<file path="config.mk">
export PLATFORM = sky130hd
export DESIGN_NAME = input_debouncer_flat
export DESIGN_NICKNAME = d
export VERILOG_FILES = /design/src/rtl/input_debouncer_if.sv /design/src/rtl/input_debouncer.sv /design/src/flat_wrapper.sv
export SDC_FILE = /design/constraint.sdc
export NUM_CORES = 1
export LEC_CHECK = 0
export ABC_AREA = 1
export BUFFER_PORTS_ARGS = -buffer_cell sky130_fd_sc_hd__buf_2
export CORE_ASPECT_RATIO = 1.75
export CORE_MARGIN = 10
export CORE_UTILIZATION = 43
export CTS_CLUSTER_SIZE = 8
export DETAILED_ROUTE_END_ITERATION = 10
export PLACE_DENSITY_LB_ADDON = 0.2
export SLEW_MARGIN = 20
export SYNTH_ARGS = -nofsm -noshare
export SYNTH_HDL_FRONTEND = slang
export SYNTH_SLANG_ARGS = --single-unit
</file>
<file path="constraint.sdc">
create_clock -name clock -period 1.7 [get_ports clock]
set_clock_uncertainty 0.1 [all_clocks]
set_input_delay 0.17 -clock clock [delete_from_list [all_inputs] [get_ports clock]]
set_output_delay 0.17 -clock clock [all_outputs]
set_load 0.05 [all_outputs]
</file>
<file path="src/rtl/input_debouncer_if.sv">
// Raw-input / debounced-output bundle of the input debouncer.
// The master drives raw and observes the debounced level and diagnostics.
interface input_debouncer_if #(
   parameter int GLITCH_W = 8
) ();
   logic                raw;
   logic                x;
   logic                busy;
   logic [GLITCH_W-1:0] glitches;

   modport master (output raw, input x, busy, glitches);
   modport slave  (input raw, output x, busy, glitches);
endinterface

</file>
<file path="src/rtl/input_debouncer.sv">
// Two-flop synchroniser followed by a four-state qualification FSM producing a
// clean registered level x, a busy flag and a saturating count of aborted changes.
module input_debouncer #(
   parameter int STABLE_CYCLES = 4,
   parameter int CNT_W         = 8,
   parameter int GLITCH_W      = 8
) (
   input  logic          clock,
   input  logic          reset_,
   input_debouncer_if.slave bus
);
   generate
      if ((STABLE_CYCLES < 2) || (STABLE_CYCLES > (2**CNT_W) - 1)) begin : g_bad_stable
         $error("input_debouncer: STABLE_CYCLES out of range 2..2**CNT_W-1");
      end
   endgenerate

   typedef enum logic [1:0] {LOW, QUAL_HIGH, HIGH, QUAL_LOW} state_t;

   localparam logic [CNT_W-1:0]    CNT_LAST    = CNT_W'(STABLE_CYCLES - 1);
   localparam logic [GLITCH_W-1:0] GLITCH_MAX  = {GLITCH_W{1'b1}};

   logic [1:0]          sync_reg;
   logic                s;
   state_t              state_reg, state_next;
   logic [CNT_W-1:0]    cnt_reg, cnt_next;
   logic                x_reg, x_next;
   logic                busy_reg, busy_next;
   logic [GLITCH_W-1:0] glitches_reg;
   logic                glitch_inc;

   assign s = sync_reg[1];

   always_ff @(posedge clock or negedge reset_) begin
      if (!reset_) begin
         sync_reg     <= 2'b00;
         state_reg    <= LOW;
         cnt_reg      <= '0;
         x_reg        <= 1'b0;
         busy_reg     <= 1'b0;
         glitches_reg <= '0;
      end else begin
         sync_reg  <= {sync_reg[0], bus.raw};
         state_reg <= state_next;
         cnt_reg   <= cnt_next;
         x_reg     <= x_next;
         busy_reg  <= busy_next;
         // Saturate instead of wrapping so a noisy line never looks quiet again.
         if (glitch_inc && (glitches_reg != GLITCH_MAX))
            glitches_reg <= glitches_reg + GLITCH_W'(1);
      end
   end

   always_comb begin
      state_next = state_reg;
      cnt_next   = cnt_reg;
      glitch_inc = 1'b0;
      case (state_reg)
         LOW: begin
            if (s) begin
               state_next = QUAL_HIGH;
               cnt_next   = CNT_W'(1);
            end
         end
         QUAL_HIGH: begin
            if (!s) begin
               state_next = LOW;
               cnt_next   = '0;
               glitch_inc = 1'b1;
            end else if (cnt_reg == CNT_LAST) begin
               state_next = HIGH;
               cnt_next   = '0;
            end else begin
               cnt_next = cnt_reg + CNT_W'(1);
            end
         end
         HIGH: begin
            if (!s) begin
               state_next = QUAL_LOW;
               cnt_next   = CNT_W'(1);
            end
         end
         QUAL_LOW: begin
            if (s) begin
               state_next = HIGH;
               cnt_next   = '0;
               glitch_inc = 1'b1;
            end else if (cnt_reg == CNT_LAST) begin
               state_next = LOW;
               cnt_next   = '0;
            end else begin
               cnt_next = cnt_reg + CNT_W'(1);
            end
         end
         default: begin
            state_next = LOW;
            cnt_next   = '0;
         end
      endcase
      // Outputs are registered copies of the next-state decode.
      x_next    = (state_next == HIGH)      || (state_next == QUAL_LOW);
      busy_next = (state_next == QUAL_HIGH) || (state_next == QUAL_LOW);
   end

   assign bus.x        = x_reg;
   assign bus.busy     = busy_reg;
   assign bus.glitches = glitches_reg;
endmodule

</file>
<file path="src/flat_wrapper.sv">
// flat-port wrapper written by rule: the top's interface ports become plain ports
module input_debouncer_flat 
#(
   parameter int STABLE_CYCLES = 4,
   parameter int CNT_W         = 8,
   parameter int GLITCH_W      = 8
)
  (clock, reset_, bus_raw, bus_x, bus_busy, bus_glitches);
  input_debouncer_if #(.GLITCH_W(GLITCH_W)) bus_i ();
  input  logic clock;
  input  logic reset_;
  input wire logic [$bits(bus_i.raw)-1:0] bus_raw;
  output wire logic [$bits(bus_i.x)-1:0] bus_x;
  output wire logic [$bits(bus_i.busy)-1:0] bus_busy;
  output wire logic [$bits(bus_i.glitches)-1:0] bus_glitches;
  assign bus_i.raw = bus_raw;
  assign bus_x = bus_i.x;
  assign bus_busy = bus_i.busy;
  assign bus_glitches = bus_i.glitches;
  input_debouncer #(.STABLE_CYCLES(STABLE_CYCLES), .CNT_W(CNT_W), .GLITCH_W(GLITCH_W)) u_core (.clock(clock), .reset_(reset_), .bus(bus_i));
endmodule
</file>
==> out/summary.txt, run 1 <==
Req. time, crit path: 1.76 ns
Via density: 4.91
Die Wd: 58.6 um
Gpl congestion: 0.832
Post-CTS Setup Bufs: 0
Detailed Place HPWL: 1770 um
Final WL: 2330 um
Post-synthesis compound-gate area fraction: 3.58%
Die height: 87.5 um
Power per Cell Area: 1460 nW/um^2
Most used cell, CP: nand2_1
Sequential element share of the synthesized area: 47.0%
XOR/XNOR Fraction of Synth Area: 4.70%
DRT Pass-1 Iters: 4
RSZ-0062 raised after global routing: false
H-Tree Depth: 1
Hold Slack: 0.254 ns
Setup WS pre-CTS: 0.290 ns
Number of max-cap violations: 0
Mux cell area share after synthesis: 0%
Initial Util: 44.9%
Peak per-stage delay on the critical path: 0.42 ns
Skew-Pair Late Insertion Delay: 0.26 ns
Setup ws final: 0.278 ns
Max FO, Critical Path: 9
Slowest CP cell: dfrtp_1
VDD IR-drop max: 0.863 mV
Min Tclk post-route: 1.42 ns
Register area: 526 um^2
Slew margin rel.: 67.8%
Status: completed
Area growth, synth to finish: 14.2%
CTS tree: yes
Synthesized flop and latch total: 21
Maximum clock rate: 703 MHz
Ports: 13
Most frequent cells in the layout: 59 x nand2_1, 21 x dfrtp_1, 16 x inv_1
IO Port Bufs: 12
# rows: 24
Pin count of the biggest net entering global routing: 22
Clock net sink count: 21
Mapped Nets: 151
Synth Area in Simple Gates: 36.6%
Fin crit share: 83.6%
Iter 0 DRT Violations: 17
Post-synthesis adder-cell area fraction: 2.24%
Ant diodes: 0
Final hold vios: 0
Overall Global Routing Usage: 9.98%
Multi-input gate area: 527 um^2
Startpoint Class: register
Layout Nets: 170
Vias in the first global route: 932
Core area: 2490 um^2
Filler cells: 250
Total grt overflow: 0
Worst Hold Class: reg -> reg
Largest family of logic cells by synthesized area: simple AND/OR/NAND/NOR gates
Setup_tns: 0 ns
Worst EP arrival: 1.48 ns
Distinct cells, synth: 20
Vias: 932
Synth warnings: 0
CTS clk-pin slew, worst paths: 0.08 ns
Fraction of layout cells with a size suffix above 1: 15.2%
Type of destination of the critical path: register
Post-route ant nets: 0
Syn Inst Count: 146
CTS Buffer Depth: 2
First-pass GRT wire length: 4070 um
Fin. max-slew vios: 0
Critical Setup Path Class: reg -> reg
DRC violations left: 0
Final Setup Violations: 0
Worst-margin pin slew: 0.483 ns
Die ar.: 5120 um^2
Total CTS buffers: 3
Initial antenna violation count: 0
Cts repair resizes: 0
P_leak: 0.000687 uW
CP cell instances: ha_1 > nand3_2 > inv_1 > nand2_1 > nand2_4 > inv_4 > nand2_1 > nand2_1
Most common cell after layout, fill and taps aside: nand2_1
Post-Syn Area: 1120 um^2
WL/cell: 12.3 um
Root Driver: clkbuf_8
Mean Syn Cell Area: 7.66 um^2
worst max-delay path: cells and delay by family (launching register included):
kind,cells,cell delay [ns]
adder cells (fa/ha/maj),1,0.22
buffers and inverters,2,0.13
flip-flops,1,0.42
AND/OR/NAND/NOR,5,0.44
what timing repair did:
action,CTS,global route
hold endpoints to repair,22,0
hold buffers,2,0
endpoints found under the setup margin,0,0
synthesized netlist by cell type, drive strengths merged:
| library cell | number | area, um^2 |
|---|---|---|
| a21oi | 1 | 5.00 |
| dfrtp | 21 | 526 |
| ha | 2 | 25.0 |
| inv | 17 | 66.3 |
| nand2 | 62 | 245 |
| nand3 | 14 | 75.1 |
| nand3b | 1 | 7.51 |
| nand4 | 2 | 12.5 |
| nor2 | 12 | 62.6 |
| o21ai | 7 | 35.0 |
| or2 | 1 | 6.26 |
| xnor2 | 2 | 17.5 |
| xor2 | 4 | 35.0 |
power by group:
part	internal [uW]	leakage, uW	switching (uW)
clock network	163	0.0000255	163
logic	219	0.000386	572
registers	612	0.000275	133
metrics by stage:
stage / std cells / total power (uW) / instance area [um^2] / utilization, %
detailed placement: 184 / 1550 / 1210 / 48.6
floorplan: 146 / 1350 / 1120 / -
global route: 190 / 1990 / 1280 / 51.3
global placement: 184 / 1530 / 1210 / 48.6
CTS: 190 / 1890 / 1280 / 51.3
finish: 190 / 1860 / 1280 / 51.3
worst paths after layout:
check / startpoint / to / slack [ns] / depth (start not counted)
max reg2reg: u_core.bus.glitches[0] / u_core.bus.glitches[5] / 0.28 / 8
min: u_core.sync_reg[0] / u_core.sync_reg[1] / 0.25 / 0
min reg2reg: u_core.sync_reg[0] / u_core.sync_reg[1] / 0.25 / 0
min in group asynchronous: reset_ / u_core.cnt_reg[2] / 0.30 / 2
max: u_core.bus.glitches[0] / u_core.bus.glitches[5] / 0.28 / 8
max in group asynchronous: reset_ / u_core.bus.glitches[0] / 0.87 / 2
kinds of logic (layout without fill, tap and decap cells):
logic type	count (synthesis)	count (layout)
adders and majority gates	2	2
and+or+nand+nor	92	92
buffers and inverters	17	35
DFF	21	21
xor gates and xnor gates	6	6
AOI/OAI and AO/OA	8	8
cell type report:
| type | count | area share, % |
|---|---|---|
| repair buffers | 14 | 6.27 |
| clock inverters | 1 | 0.392 |
| flip-flops and latches | 21 | 41.1 |
| well taps | 26 | 2.55 |
| multi-input cells | 108 | 41.2 |
| inverters | 17 | 5.19 |
| clock buffers | 3 | 3.23 |
per-layer routing:
layer | track usage, % | share of wire, % | vias up
li1 | - | - | 489
met1 | 9.79 | 40 | 424
met2 | 18.2 | 55 | 13
met3 | 2.34 | 3.1 | 6
met4 | 5.36 | 2.3 | 0
met5 | 0 | 0 | -
Power figures use the tool's default switching activity.
==> run 2: changes to the inputs <==
==> constraint.sdc (replaced) <==
create_clock -name clock -period 1.39 [get_ports clock]
set_clock_uncertainty 0.1 [all_clocks]
set_input_delay 0.139 -clock clock [delete_from_list [all_inputs] [get_ports clock]]
set_output_delay 0.139 -clock clock [all_outputs]
set_load 0.05 [all_outputs]
==> out/summary.txt, run 2 (synthesis results as in run 1) <==
Finished Cell Area: 1330 um^2 (was 1280 um^2)
Status: completed (unchanged)
Core area: 2490 um^2 (unchanged)
Dpl cell area: 1250 um^2 (was 1210 um^2)
Clock net sink count: 21 (unchanged)
Die Wd: 58.6 um (unchanged)
Setup ws final: 0.0809 ns (was 0.278 ns)
H-Tree Depth: 1 (unchanged)
Vias: 955 (was 932)
Post-placement cell count: 185 (was 184)
Most common cell after layout, fill and taps aside: nand2_1 (unchanged)
Pin count of the biggest net entering global routing: 22 (unchanged)
Final hold vios: 0 (unchanged)
R2r startpoint: u_core.bus.glitches[0] (unchanged)
DRT Pass-1 Iters: 4 (unchanged)
Overall Global Routing Usage: 10.2% (was 9.98%)
Flop pwr share: 40.2% (was 40.0%)
Ant diodes: 0 (unchanged)
Post-route ant nets: 0 (unchanged)
Worst Hold Class: in -> async (was reg -> reg)
Area growth, synth to finish: 18.6% (was 14.2%)
Slew margin rel.: 68.6% (was 67.8%)
VDD IR-drop max: 1.05 mV (was 0.863 mV)
Req. time, crit path: 1.44 ns (was 1.76 ns)
Detailed Place HPWL: 1780 um (was 1770 um)
Vias in the first global route: 967 (was 932)
Switching power: 1100 uW (was 868 uW)
CTS tree: yes (unchanged)
# rows: 24 (unchanged)
Setup WS pre-CTS: 0.0730 ns (was 0.290 ns)
Type of destination of the critical path: register (unchanged)
Final WL: 2360 um (was 2330 um)
Most frequent cells in the layout: 58 x nand2_1, 14 x inv_1, 13 x nand3_1 (was 59 x nand2_1, 21 x dfrtp_1, 16 x inv_1)
Filler cells: 251 (was 250)
R2r worst-path depth: 6 (was 8)
Critical Setup Path Class: reg -> reg (unchanged)
Fraction of layout cells with a size suffix above 1: 24.1% (was 15.2%)
Final Setup Violations: 0 (unchanged)
Switching share of power: 46.4% (was 46.6%)
Total CTS buffers: 3 (unchanged)
P_leak: 0.000675 uW (was 0.000687 uW)
IO Port Bufs: 12 (unchanged)
Layout Nets: 172 (was 170)
Initial Util: 44.9% (unchanged)
Min Tclk post-route: 1.31 ns (was 1.42 ns)
Die ar.: 5120 um^2 (unchanged)
Maximum clock rate: 764 MHz (was 703 MHz)
Fin. max-slew vios: 0 (unchanged)
Number of max-cap violations: 0 (unchanged)
Root Driver: clkbuf_8 (unchanged)
Die height: 87.5 um (unchanged)
Max FO, Critical Path: 5 (was 9)
P_int: 1260 uW (was 994 uW)
Startpoint Class: register (unchanged)
Iter 0 DRT Violations: 20 (was 17)
Total grt overflow: 0 (unchanged)
Skew-Pair Late Insertion Delay: 0.26 ns (about the same)
First-pass GRT wire length: 4130 um (was 4070 um)
Power per Cell Area: 1780 nW/um^2 (was 1460 nW/um^2)
Worst-margin pin slew: 0.470 ns (was 0.483 ns)
Via density: 4.97 (was 4.91)
WL/cell: 12.3 um (about the same)
CTS clk-pin slew, worst paths: 0.08 ns (about the same)
Gpl congestion: 0.793 (was 0.832)
Combinational share of power: 42.9% (was 42.5%)
Finished Layout Cells: 192 (was 190)
Hold Slack: 0.256 ns (was 0.254 ns)
Worst EP arrival: 1.35 ns (was 1.48 ns)
Worst reg2reg setup slack: 0.08 ns (was 0.28 ns)
Ports: 13 (unchanged)
DRC violations left: 0 (unchanged)
Initial antenna violation count: 0 (unchanged)
Power share of the clock group: 17.0% (was 17.5%)
RR Endpoint: u_core.bus.glitches[0] (was u_core.bus.glitches[5])
CTS Buffer Depth: 2 (unchanged)
Fin crit share: 94.2% (was 83.6%)
## run 2: changes by cell type in the layout (fill, tap and decap cells not counted), moves of 2 or more
cell	before	now
ha_1	2	0
inv_1	16	14
dfrtp_2	0	9
inv_2	0	2
nand2_2	2	4
dfrtp_1	21	12
## run 2: metal layers
layer | GRT usage (%) | wire [um] | part of all wire [%] | up-vias
met3 | 2.19 | 76 | 3.2 | 5
met1 | 10.7 | 975 | 41 | 442
li1 | - | - | - | 492
met4 | 5.15 | 51 | 2.2 | 0
met2 | 18.0 | 1260 | 53 | 16
met5 | 0 | 0 | 0 | -
## run 2: worst max-delay path by stage
stage	startpoint	to	slack [ns]	depth (start not counted)
after floorplan	u_core.bus.glitches[0]	u_core.bus.glitches[3]	-0.02	8
final	u_core.bus.glitches[0]	u_core.bus.glitches[0]	0.08	6
after global routing	u_core.cnt_reg[0]	u_core.state_reg[1]	-0.002	6
after detailed placement	u_core.cnt_reg[0]	u_core.state_reg[1]	0.07	6
after global placement	u_core.bus.glitches[0]	u_core.bus.glitches[0]	0.09	6
after CTS	u_core.cnt_reg[0]	u_core.state_reg[1]	0.05	6
## run 2: what timing repair did
| item | 4_1_cts | 5_1_grt |
|---|---|---|
| hold buffers | 2 | 0 |
| endpoints found under the setup margin | 0 | 10 |
| hold endpoints to repair | 22 | 0 |
| setup buffers | 0 | 0 |
| resized for setup | 0 | 2 |
## run 2: final cells by class
type / instances / area, um^2 / share of cell area, %
clock buffer: 4 / 45.0 / 3.40
inverter: 17 / 66.3 / 5.00
sequential: 21 / 537 / 40.5
timing repair buffer: 15 / 87.6 / 6.60
multi-input combinational: 109 / 558 / 42.1
tap: 26 / 32.5 / 2.45
## run 2: stage by stage
stage / TNS [ns] / util, % / power, uW
2_1_floorplan: -0.0910 / - / 1710
3_3_place_gp: 0 / 50.3 / 1940
3_5_place_dp: 0 / 50.3 / 1960
4_1_cts: 0 / 52.9 / 2370
5_1_grt: -0.00170 / 53.2 / 2550
6_report: 0 / 53.2 / 2360
## run 2: worst max-delay path: stages (launching register included)
cell	delay (ns)
dfrtp_2	0.45
ha_4	0.19
nand3_4	0.09
inv_2	0.04
nand2_2	0.08
nand2_4	0.09
xor2_1	0.15
## run 2: power groups by stage
stage          Sequential (uW)  Combinational [uW]  Clock [uW]
6_report                   949                1010         401
3_5_place_dp               959                 998           0
5_1_grt                    979                1130         439
4_1_cts                    948                1010         416
3_3_place_gp               951                 988           0
2_1_floorplan             1240                 470           0
==> run 3: changes to the inputs <==
--- a/config.mk
+++ b/config.mk
@@ -7,12 +7,14 @@
 export LEC_CHECK = 0
 export ABC_AREA = 1
 export BUFFER_PORTS_ARGS = -buffer_cell sky130_fd_sc_hd__buf_2
+export CAP_MARGIN = 20
 export CORE_ASPECT_RATIO = 1.75
 export CORE_MARGIN = 10
 export CORE_UTILIZATION = 43
 export CTS_CLUSTER_SIZE = 8
 export DETAILED_ROUTE_END_ITERATION = 10
 export PLACE_DENSITY_LB_ADDON = 0.2
+export SETUP_SLACK_MARGIN = 0.1
 export SLEW_MARGIN = 20
 export SYNTH_ARGS = -nofsm -noshare
 export SYNTH_HDL_FRONTEND = slang
==> out/summary.txt, run 3 (synthesis results as in run 1) <==
IO Port Bufs: 12 (unchanged)
Worst-margin pin slew: 0.474 ns (was 0.470 ns)
Fin crit share: 94.9% (was 94.2%)
Gpl congestion: 0.801 (was 0.793)
Finished Layout Cells: 201 (was 192)
Via density: 5.05 (was 4.97)
First-pass GRT wire length: 4640 um (was 4130 um)
Max FO, Critical Path: 5 (unchanged)
CTS clk-pin slew, worst paths: 0.08 ns (about the same)
Skew-Pair Late Insertion Delay: 0.26 ns (about the same)
Total grt overflow: 0 (unchanged)
Worst reg2reg setup slack: 0.07 ns (was 0.08 ns)
Power per Cell Area: 1770 nW/um^2 (was 1780 nW/um^2)
Final WL: 2690 um (was 2360 um)
H-Tree Depth: 1 (unchanged)
Maximum clock rate: 758 MHz (was 764 MHz)
Pin count of the biggest net entering global routing: 22 (unchanged)
Root Driver: clkbuf_8 (unchanged)
Worst EP arrival: 1.37 ns (was 1.35 ns)
Area growth, synth to finish: 35.0% (was 18.6%)
Final hold vios: 0 (unchanged)
DRT Pass-1 Iters: 4 (unchanged)
Overall Global Routing Usage: 11.3% (was 10.2%)
Fin util: 60.6% (was 53.2%)
Setup ws final: 0.0703 ns (was 0.0809 ns)
Type of destination of the critical path: register (unchanged)
Fin. max-slew vios: 0 (unchanged)
Most frequent cells in the layout: 50 x nand2_1, 12 x inv_1, 12 x buf_2 (was 58 x nand2_1, 14 x inv_1, 13 x nand3_1)
# rows: 24 (unchanged)
Final Setup Violations: 0 (unchanged)
Detailed Place HPWL: 1890 um (was 1780 um)
Status: completed (unchanged)
Core area: 2490 um^2 (unchanged)
Initial Util: 44.9% (unchanged)
WL/cell: 13.4 um (was 12.3 um)
Startpoint Class: register (unchanged)
CTS tree: yes (unchanged)
P_leak: 0.000759 uW (was 0.000675 uW)
Setup_tns: 0 ns (unchanged)
Filler cells: 230 (was 251)
CTS Buffer Depth: 2 (unchanged)
Hold Slack: 0.254 ns (was 0.256 ns)
Post-route ant nets: 0 (unchanged)
Post-placement cell count: 186 (was 185)
Die height: 87.5 um (unchanged)
Total CTS buffers: 3 (unchanged)
Die ar.: 5120 um^2 (unchanged)
Setup WS pre-CTS: 0.0534 ns (was 0.0730 ns)
Critical Setup Path Class: reg -> reg (unchanged)
Fraction of layout cells with a size suffix above 1: 40.6% (was 24.1%)
RR Endpoint: u_core.bus.glitches[0] (unchanged)
Worst Hold Class: in -> async (unchanged)
Ant diodes: 0 (unchanged)
Number of max-cap violations: 0 (unchanged)
Die Wd: 58.6 um (unchanged)
Clock net sink count: 21 (unchanged)
Slew margin rel.: 68.4% (was 68.6%)
Most common cell after layout, fill and taps aside: nand2_1 (unchanged)
RSZ-0062 raised after global routing: true
Multi-input gate area: 668 um^2 (was 558 um^2)
R2r worst-path depth: 6 (unchanged)
Initial antenna violation count: 0 (unchanged)
DRC violations left: 0 (unchanged)
Min Tclk post-route: 1.32 ns (was 1.31 ns)
Vias: 1016 (was 955)
R2r startpoint: u_core.bus.glitches[0] (unchanged)
Iter 0 DRT Violations: 16 (was 20)
VDD IR-drop max: 1.29 mV (was 1.05 mV)
Req. time, crit path: 1.44 ns (about the same)
Register area: 538 um^2 (was 537 um^2)
Ports: 13 (unchanged)
Layout Nets: 181 (was 172)
Vias in the first global route: 1097 (was 967)
==> run 3: cell count changes in the layout (fill, tap and decap cells not counted), moves of 3 or more <==
cell	previous run	this run
nand3_1	13	10
nand2_1	58	50
nor2_1	9	4
nand3_2	0	3
nor2_2	1	5
nand2_4	1	4
buf_4	1	10
nand2_2	4	8
==> run 3: through the flow <==
step	instance area (um^2)	total power [uW]
2_1_floorplan	1150	1710
3_3_place_gp	1260	1940
3_5_place_dp	1260	1970
4_1_cts	1370	2470
5_1_grt	1510	2870
6_report	1510	2680
==> run 3: area by class of cell <==
type	instances	area share [%]
clock buffer	4	2.98
inverter	17	4.72
sequential	21	35.6
timing repair buffer	24	10.3
tap	26	2.15
multi-input combinational	109	44.2
==> run 3: worst max path at each step <==
stage / from / to
after detailed placement: u_core.bus.glitches[0] / u_core.bus.glitches[0]
after floorplan: u_core.bus.glitches[0] / u_core.bus.glitches[3]
final: u_core.bus.glitches[0] / u_core.bus.glitches[0]
after global placement: u_core.bus.glitches[0] / u_core.bus.glitches[0]
after global routing: u_core.bus.glitches[0] / u_core.bus.glitches[5]
after CTS: u_core.bus.glitches[0] / u_core.bus.glitches[0]
==> run 3: metal layers <==
| metal | GRT usage [%] | wire, um | share of wire [%] | up-vias |
|---|---|---|---|---|
| met5 | 0 | 0 | 0 | - |
| met2 | 21.0 | 1550 | 57 | 14 |
| met3 | 2.34 | 58 | 2.2 | 7 |
| met1 | 10.8 | 1020 | 38 | 486 |
| met4 | 6.65 | 63 | 2.3 | 0 |
| li1 | - | - | - | 509 |
==> run 3: where the power goes <==
part           total [uW]  switching [uW]  internal, uW
Combinational        1310             861           446
Sequential            966             201           765
Clock                 403             199           204
==> run 3: timing repair <==
action | 4_1_cts | 5_1_grt
buffers inserted | 3 | 5
endpoints found under the setup margin | 13 | 17
endpoints found under the hold margin | 22 | 0
pin swaps | 10 | 9
gates cloned | 1 | 0
hold buffers | 2 | 0
gates resized for setup | 5 | 30
==> run 3: critical path, stage by stage (launching register included) <==
cell and delay [ns]:
dfrtp_2 0.45, ha_4 0.18, nand3_4 0.09, inv_2 0.05, nand2_4 0.09, nand2_8 0.09, xor2_2 0.15
